$ cat config.mk
export PLATFORM = sky130hd
export DESIGN_NAME = debounce_multi
export DESIGN_NICKNAME = d
export VERILOG_FILES = /design/src/rtl/debounce_pkg.sv /design/src/rtl/debounce_chan.sv /design/src/rtl/debounce_multi.sv
export SDC_FILE = /design/constraint.sdc
export NUM_CORES = 1
export LEC_CHECK = 0
export ABC_CLOCK_PERIOD_IN_PS = 4050
export BUFFER_PORTS_ARGS = -buffer_cell sky130_fd_sc_hd__buf_4
export CAP_MARGIN = 10
export CORE_MARGIN = 4
export CORE_UTILIZATION = 25
export CTS_CLUSTER_SIZE = 16
export DETAILED_ROUTE_END_ITERATION = 12
export HOLD_SLACK_MARGIN = 0.1
export PLACE_DENSITY = 0.47
export SLEW_MARGIN = 20
export SYNTH_ARGS = -nofsm -noshare
export SYNTH_HDL_FRONTEND = slang
export SYNTH_SLANG_ARGS = --single-unit
$ cat constraint.sdc
create_clock -name cclk -period 4.05 [get_ports cclk]
set_input_delay 0.2025 -clock cclk [delete_from_list [all_inputs] [get_ports cclk]]
set_output_delay 0.2025 -clock cclk [all_outputs]
set_load 0.01 [all_outputs]
$ cat src/rtl/debounce_pkg.sv
// rtl/debounce_pkg.sv - shared state encodings and width helper for the debouncer
package debounce_pkg;

  typedef enum logic [1:0] {
    ST_LOW       = 2'b00,
    ST_WAIT_HIGH = 2'b01,
    ST_HIGH      = 2'b11,
    ST_WAIT_LOW  = 2'b10
  } state_e;

  // Bits needed to hold values 0..max_value, never less than one.
  function automatic int width_for(input int max_value);
    int w;
    w = 1;
    while ((w < 31) && ((1 << w) <= max_value)) w++;
    return w;
  endfunction

endpackage

$ cat src/rtl/debounce_chan.sv
// rtl/debounce_chan.sv - one debounced channel: synchroniser, qualify FSM, long-press timer
module debounce_chan
  import debounce_pkg::*;
#(
  parameter int SYNC_STAGES  = 2,
  parameter int STABLE_COUNT = 20,
  parameter int LONG_COUNT   = 1000
) (
  input  logic cclk,
  input  logic clr,
  input  logic tick,
  input  logic inp,
  output logic outp,
  output logic rise,
  output logic fall,
  output logic long_press
);

  localparam int CW = width_for(STABLE_COUNT);
  localparam int LW = width_for(LONG_COUNT);
  localparam logic [CW-1:0] CNT_LAST  = CW'(STABLE_COUNT - 1);
  localparam logic [CW-1:0] CNT_MAX   = CW'(STABLE_COUNT);
  localparam logic [LW-1:0] LCNT_LAST = LW'(LONG_COUNT);

  logic [SYNC_STAGES-1:0] sync_q;
  logic                   s;
  state_e                 state_q;
  logic [CW-1:0]          cnt_q;
  logic [LW-1:0]          lcnt_q;
  logic                   fired_q;
  logic                   outp_q, rise_q, fall_q, long_q;
  logic [CW-1:0]          wait_base, wait_cnt;
  logic                   qualify;

  always_ff @(posedge cclk) begin
    if (clr) sync_q <= '0;
    else     sync_q <= {sync_q[SYNC_STAGES-2:0], inp};
  end

  assign s = sync_q[SYNC_STAGES-1];

  // The cycle that first sees a new level already counts its tick, so the
  // stability window starts at detection rather than one cycle later.
  always_comb begin
    wait_base = (state_q == ST_WAIT_HIGH || state_q == ST_WAIT_LOW) ? cnt_q : '0;
    qualify   = tick && (wait_base == CNT_LAST);
    wait_cnt  = wait_base;
    if (tick && (wait_base != CNT_MAX)) wait_cnt = wait_base + CW'(1);
  end

  always_ff @(posedge cclk) begin
    rise_q <= 1'b0;
    fall_q <= 1'b0;
    long_q <= 1'b0;
    if (clr) begin
      state_q <= ST_LOW;
      cnt_q   <= '0;
      lcnt_q  <= '0;
      fired_q <= 1'b0;
      outp_q  <= 1'b0;
    end else begin
      case (state_q)
        ST_LOW, ST_WAIT_HIGH: begin
          if (!s) begin
            state_q <= ST_LOW;
            cnt_q   <= '0;
          end else if (qualify) begin
            state_q <= ST_HIGH;
            cnt_q   <= '0;
            rise_q  <= 1'b1;
            outp_q  <= 1'b1;
          end else begin
            state_q <= ST_WAIT_HIGH;
            cnt_q   <= wait_cnt;
          end
        end
        ST_HIGH, ST_WAIT_LOW: begin
          if (s) begin
            state_q <= ST_HIGH;
            cnt_q   <= '0;
            if (state_q == ST_HIGH && tick && LONG_COUNT != 0 && !fired_q) begin
              lcnt_q <= lcnt_q + LW'(1);
              if (lcnt_q + LW'(1) == LCNT_LAST) begin
                long_q  <= 1'b1;
                fired_q <= 1'b1;
              end
            end
          end else if (qualify) begin
            state_q <= ST_LOW;
            cnt_q   <= '0;
            lcnt_q  <= '0;
            fired_q <= 1'b0;
            fall_q  <= 1'b1;
            outp_q  <= 1'b0;
          end else begin
            state_q <= ST_WAIT_LOW;
            cnt_q   <= wait_cnt;
          end
        end
        default: state_q <= ST_LOW;
      endcase
    end
  end

  assign outp       = outp_q;
  assign rise       = rise_q;
  assign fall       = fall_q;
  assign long_press = long_q;

endmodule

$ cat src/rtl/debounce_multi.sv
// rtl/debounce_multi.sv - shared sample-tick prescaler driving CHANNELS debounced inputs
module debounce_multi
  import debounce_pkg::*;
#(
  parameter int CHANNELS     = 4,
  parameter int SYNC_STAGES  = 2,
  parameter int TICK_DIV     = 50000,
  parameter int STABLE_COUNT = 20,
  parameter int LONG_COUNT   = 1000
) (
  input  logic                cclk,
  input  logic                clr,
  input  logic [CHANNELS-1:0] inp,
  output logic [CHANNELS-1:0] outp,
  output logic [CHANNELS-1:0] rise,
  output logic [CHANNELS-1:0] fall,
  output logic [CHANNELS-1:0] long_press
);

  localparam int PW = width_for(TICK_DIV - 1);
  localparam logic [PW-1:0] PRE_LAST = PW'(TICK_DIV - 1);

  logic [PW-1:0] pre_q, pre_d;
  logic          tick;

  assign tick  = (pre_q == PRE_LAST);
  assign pre_d = tick ? '0 : pre_q + PW'(1);

  always_ff @(posedge cclk) begin
    if (clr) pre_q <= '0;
    else     pre_q <= pre_d;
  end

  for (genvar c = 0; c < CHANNELS; c++) begin : g_chan
    debounce_chan #(
      .SYNC_STAGES (SYNC_STAGES),
      .STABLE_COUNT(STABLE_COUNT),
      .LONG_COUNT  (LONG_COUNT)
    ) u_chan (
      .cclk      (cclk),
      .clr       (clr),
      .tick      (tick),
      .inp       (inp[c]),
      .outp      (outp[c]),
      .rise      (rise[c]),
      .fall      (fall[c]),
      .long_press(long_press[c])
    );
  end

endmodule

# Word-level counts from Yosys, hierarchy flattened

Index checks and enable logic that the tools add are counted.

Output and inout bits: 16
Input port bits: 6
Flip-flop bits (word level): 112

Reductions and logical operators: 65
Bitwise logic cells: 16
Add/subtract/negate cells: 9
Equal/unequal tests: 49
Mux-type cells: 96

Operators with widths:

| kind                                                                    | count |
|---|---|
| 10-bit two-way mux                                                      | 12 |
| 5-bit two-way mux                                                       | 20 |
| 10-bit by 1-bit adder with 10-bit output, second input constant         | 4 |
| 10-bit == test, second input constant                                   | 4 |
| 5-bit one-hot mux with 2 select lines                                   | 4 |
| 1-bit two-way mux                                                       | 36 |
| 2-bit two-way mux                                                       | 16 |
| 4-bit AND reduction                                                     | 8 |
| 2-bit by 1-bit inequality test with 1-bit output, second input constant | 12 |
| 2-bit inequality test, second input constant                            | 12 |
| 3-bit OR reduction                                                      | 8 |
| 5-bit by 1-bit adder with 5-bit output, second input constant           | 4 |
| 5-bit == test, second input constant                                    | 4 |
| 5-bit inequality test, second input constant                            | 4 |
| 2-bit OR reduction                                                      | 9 |
| 16-bit by 1-bit adder with 16-bit output, second input constant         | 1 |
| 16-bit == test, second input constant                                   | 1 |
| 2-bit == test, second input constant                                    | 8 |
| 1-bit logical AND                                                       | 16 |
| 1-bit NOT                                                               | 16 |
| 2-bit one-hot mux with 2 select lines                                   | 4 |
| 4-bit OR reduction                                                      | 4 |
| 3-bit AND reduction                                                     | 4 |
| 2-bit by 1-bit == test with 1-bit output, second input constant         | 4 |
| 5 further kinds                                                         | 20 |

# Depth between registers and ports, before layout

Word-level depth: 9
Gate-level depth with buffers: 10
Depth with buffers taken out: 10

# Modules after synthesis

A second synthesis with hierarchy kept.

Cells, all modules: 655
Area total of the unflattened synthesis: 5,774.3 um2

By module, submodules not included:

| module                               | instances | cells an instance | area each (um2) |
|---|---|---|---|
| debounce_chan (g_chan[0].u_chan ...) | 3         | 144               | 1,248.7 |
| debounce_chan (g_chan[1].u_chan)     | 1         | 143               | 1,310.0 |
| debounce_multi                       | 1         | 80                | 718.2 |

# Worst setup path before layout

Ideal clock, no wire load.

Path type: flip-flop to flip-flop
From: register g_chan[3].u_chan.state_q[0]
To: register g_chan[3].u_chan.outp_q
Arrival time: 1.876 ns
Path buffers: 0
Data required time: 3.934 ns
Stages on the path, launching flop included: 10
Setup time: 0.116 ns
Path slack: 2.058 ns
Cells stage by stage: dfxtp_1 > inv_1 > ha_1 > and2_1 > ha_1 > inv_1 > or3_1 > nor2_1 > nand2_1 > and3_1

Longest elaborated chain between the ends: 7
Elaborated cells on any way between the ends: 16
Classes of those cells: eq/ne (8); mux (2); reduce/logical (6)

RTL lines:

| what                                                                      | line                                     | RTL |
|---|---|---|
| start, declared                                                           | debounce_chan.sv:27                      | `state_e state_q;` |
| start signal, assigned                                                    | debounce_chan.sv:56                      | `state_q <= ST_LOW;` |
| start signal, assigned                                                    | debounce_chan.sv:65                      | `state_q <= ST_LOW;` |
| start signal, assigned                                                    | debounce_chan.sv:68                      | `state_q <= ST_HIGH;` |
| 2-bit by 1-bit == test with 1-bit output or 2-bit == test (tied branches) | debounce_chan.sv:45, debounce_chan.sv:62 |  |
| 1-bit logical OR                                                          | debounce_chan.sv:45                      | `wait_base = (state_q == ST_WAIT_HIGH \|\| state_q == ST_WAIT_LOW) ? cnt_q : '0;` |
| 5-bit two-way mux                                                         | debounce_chan.sv:45                      |  |
| 5-bit == test                                                             | debounce_chan.sv:46                      | `qualify = tick && (wait_base == CNT_LAST);` |
| 1-bit logical AND                                                         | debounce_chan.sv:46                      |  |
| 2-bit by 1-bit inequality test with 1-bit output (no source line)         | -                                        |  |
| 4-bit AND reduction (no source line)                                      | -                                        |  |
| end signal, assigned                                                      | debounce_chan.sv:60                      | `outp_q <= 1'b0;` |
| end signal, assigned                                                      | debounce_chan.sv:71                      | `outp_q <= 1'b1;` |
| end signal, assigned                                                      | debounce_chan.sv:94                      | `outp_q <= 1'b0;` |
| end, declared                                                             | debounce_chan.sv:31                      | `logic outp_q, rise_q, fall_q, long_q;` |

Several ways; a longest one is shown, not always the timed one.
A chain may end at the register's enable or synchronous reset.

# Final worst setup path

From: register pre_q[4]
To: register g_chan[1].u_chan.lcnt_q[4]

Longest elaborated chain between the ends: 5
Elaborated cells on any way between the ends: 7
Classes of those cells: eq/ne (2); reduce/logical (5)

RTL lines:

| what                                   | line                 | RTL |
|---|---|---|
| start, declared                        | debounce_multi.sv:23 | `logic [PW-1:0] pre_q, pre_d;` |
| start signal, assigned                 | debounce_multi.sv:31 | `else pre_q <= pre_d;` |
| 16-bit == test *                       | debounce_multi.sv:26 | `assign tick = (pre_q == PRE_LAST);` |
| 1-bit logical AND (2 in a row)         | debounce_chan.sv:81  | `if (state_q == ST_HIGH && tick && LONG_COUNT != 0 && !fired_q) begin` |
| 2-bit inequality test (no source line) | -                    |  |
| 3-bit AND reduction (no source line) * | -                    |  |
| end signal, assigned                   | debounce_chan.sv:82  | `lcnt_q <= lcnt_q + LW'(1);` |
| end, declared                          | debounce_chan.sv:29  | `logic [LW-1:0] lcnt_q;` |

Every way passes the cells marked *; elsewhere a longest branch is shown, timed or not.

==> results.md <==
* Total CTS buffers at 9
* Syn_nets at 713
* Primary FF master, synth: dfxtp_1
* Iter 0 DRT Violations at 223
* GP Congestion at 0.739
* Clock latency on the worst-skew pair at 0.35 ns
* Cell count after synthesis at 684
* Number of synthesized flops with an enable pin at 0
* Pre-antenna DRT Iters at 4
* Final min period at 2.60 ns
* RSZ-0062 raised after global routing: false
* Critical path class: reg -> reg
* Die height at 160 um
* Yosys top cell area share at 39.0%
* Starting density of the core at 25.4%
* Worst-path fanout max at 13
* Max-cap violations at 0
* Most common cell in the netlist: dfxtp_1
* Worst EP arrival at 2.85 ns
* Number of global-route vias before repair at 4435
* # port buffers at 21
* Worst-Margin Slew at 0.760 ns
* Hold Crit Class: in -> reg
* Crit path required time at 4.30 ns
* CTS tree: done
* Die Span X at 160 um
* Share of layout cells above drive strength 1 at 8.55%
* Most frequent cells after synthesis: dfxtp_1, nor2_1, nand2_1
* WHS at 0.373 ns
* Residual DRC count at 0
* First-pass GRT wire length at 21.9 mm
* Row Count at 55
* Fmax at 0.384 GHz
* Initial antenna violation count at 0
* Post-synthesis cell area at 5750 um2
* CP Capture Type: flop
* Ports at 22
* Routed wire per std cell at 13.2 um
* Sequential-to-total area share from yosys stat at 39.0%
* Pwr Density at 325 nW/um2
* Synth area leaders: dfxtp_1, nor2_1, ha_1, nand2_1, a21oi_1
* Grt ovf at 0
* DP HPWL at 8.86 mm
* Synth Warn # at 0
* Setup bufs post-CTS at 0
* Slew Limit Fails at 0
* DR vias at 4677
* DR vias/cell at 4.80
* Skew final at 0.00751 ns
* Largest net degree at the start of global routing at 59
* Setup TNS at 0 ns
* Post-CTS sizing at 0
* Clock Pin Slew Worst Setup and Hold Paths at 0.07 ns
* CTS root buffer: clkbuf_16
* Nets at 714
* Drt total wl at 12.9 mm
* Max Root-Sink Buffers at 2
* Final hold vios at 0
* Sink Count at 112
* Syn avg cell area at 8.40 um2
* Core Box Area at 22600 um2
* Synth cell types at 64
* H-tree levels at 3
* Leakage dissipation at 0.00215 uW
* Slew HR at 49.1%
* Routed Antenna Nets at 0
* GRT Util Overall at 10.2%
* Full die area at 25500 um2
* FF+latch count, synth at 112
* Setup crit start kind: flop
* Area growth from synthesis to layout at 11.5%
* Period utilisation layout at 64.3%
* Post-synthesis async set-or-reset flop share at 0%
* VDD IR max at 0.171 mV
* Area leader, netlist: dfxtp_1
* Outcome: completed
* # diodes at 0
* Final setup violation count at 0
routing by layer:
layer | track usage [%] | wire length [um]
met1 | 13.9 | 6760
met2 | 16.0 | 5560
met3 | 2.40 | 367
met4 | 3.08 | 174
met5 | 0 | 0
critical path, cell delays in order (launching register included):
cell and delay (ns):
dfxtp_1 0.38, or4_4 0.58, nor4_4 0.57, buf_4 0.32, a31oi_1 0.25, a21o_1 0.24
a21o_1 0.17
cells in the final DEF, fill, tap and decap left out, types with 8 or more instances in the layout:
master       n
clkbuf_16    9
o21ai_0     24
and3_1      18
nand4_1     14
ha_1        23
nor4_1       8
nor2b_1     16
a211oi_1     8
nand3_1     34
dfxtp_1    112
nand2_1     56
or3_1       17
xnor2_1     16
inv_1       19
a21oi_1     37
xor2_1      16
a21o_1       9
nor2_1      79
buf_4       24
nor3_1      29
kinds of logic (layout without fill, tap and decap cells):
| group | Yosys count | after routing | synth area share [%] |
|---|---|---|---|
| flip-flops | 112 | 112 | 39.0 |
| AO/OA/AOI/OAI | 126 | 126 | 14.4 |
| buffers and inverters | 58 | 64 | 5.09 |
| AND/OR/NAND/NOR | 326 | 326 | 30.4 |
| multiplexers | 7 | 7 | 1.22 |
| XOR/XNOR | 32 | 32 | 4.88 |
| adder cells (fa/ha/maj) | 23 | 23 | 5.01 |
worst paths after layout:
check | from | endpoint | slack [ns] | cells past startpoint
max reg2reg | pre_q[4]$_SDFF_PP0_ | g_chan[1].u_chan.lcnt_q[4]$_SDFFE_PP0P_ | 1.45 | 6
max | pre_q[4]$_SDFF_PP0_ | g_chan[1].u_chan.lcnt_q[4]$_SDFFE_PP0P_ | 1.45 | 6
min | clr | g_chan[3].u_chan.lcnt_q[1]$_SDFFE_PP0P_ | 0.37 | 2
min reg2reg | g_chan[0].u_chan.sync_q[0]$_SDFF_PP0_ | g_chan[0].u_chan.sync_q[1]$_SDFF_PP0_ | 0.45 | 1
power by group:
| part | switching (uW) | leakage (uW) | internal, uW |
|---|---|---|---|
| Clock | 416 | 0.000147 | 501 |
| Combinational | 31.9 | 0.00110 | 18.6 |
| Sequential | 7.13 | 0.000904 | 1110 |
| Total | 455 | 0.00215 | 1630 |
metrics by stage:
step | area, um2 | worst slack (ns) | utilization [%] | total power (uW) | std cells
2_1_floorplan | 5750 | 2.06 | - | 1170 | 684
3_3_place_gp | 6070 | 1.52 | 26.8 | 1190 | 955
3_5_place_dp | 6070 | 1.43 | 26.8 | 1190 | 955
4_1_cts | 6400 | 1.41 | 28.3 | 2120 | 975
5_1_grt | 6400 | 1.21 | 28.3 | 2160 | 975
6_report | 6400 | 1.45 | 28.3 | 2080 | 975
timing repair:
item / in CTS / in global routing
setup endpoints to repair: 0 / 0
hold buffers: 4 / 0
endpoints found under the hold margin: 4 / 0
layout make-up:
class                   instances  area [um2]
fillers                      2419       16200
multi-input cells             514        3210
flip-flops and latches        112        2240
well taps                     285         357
clock buffers                  12         246
repair buffers                 28         220
inverters                      20        75.1
clock inverters                 4        52.6
flip-flops by register name, indices dropped and copies added, names as in the netlist, 8 cells and up:
| name | count |
|---|---|
| g_chan.u_chan.cnt_q | 20 |
| g_chan.u_chan.lcnt_q | 40 |
| g_chan.u_chan.state_q | 8 |
| g_chan.u_chan.sync_q | 8 |
| pre_q | 16 |
(Power assumes the default switching activity.)
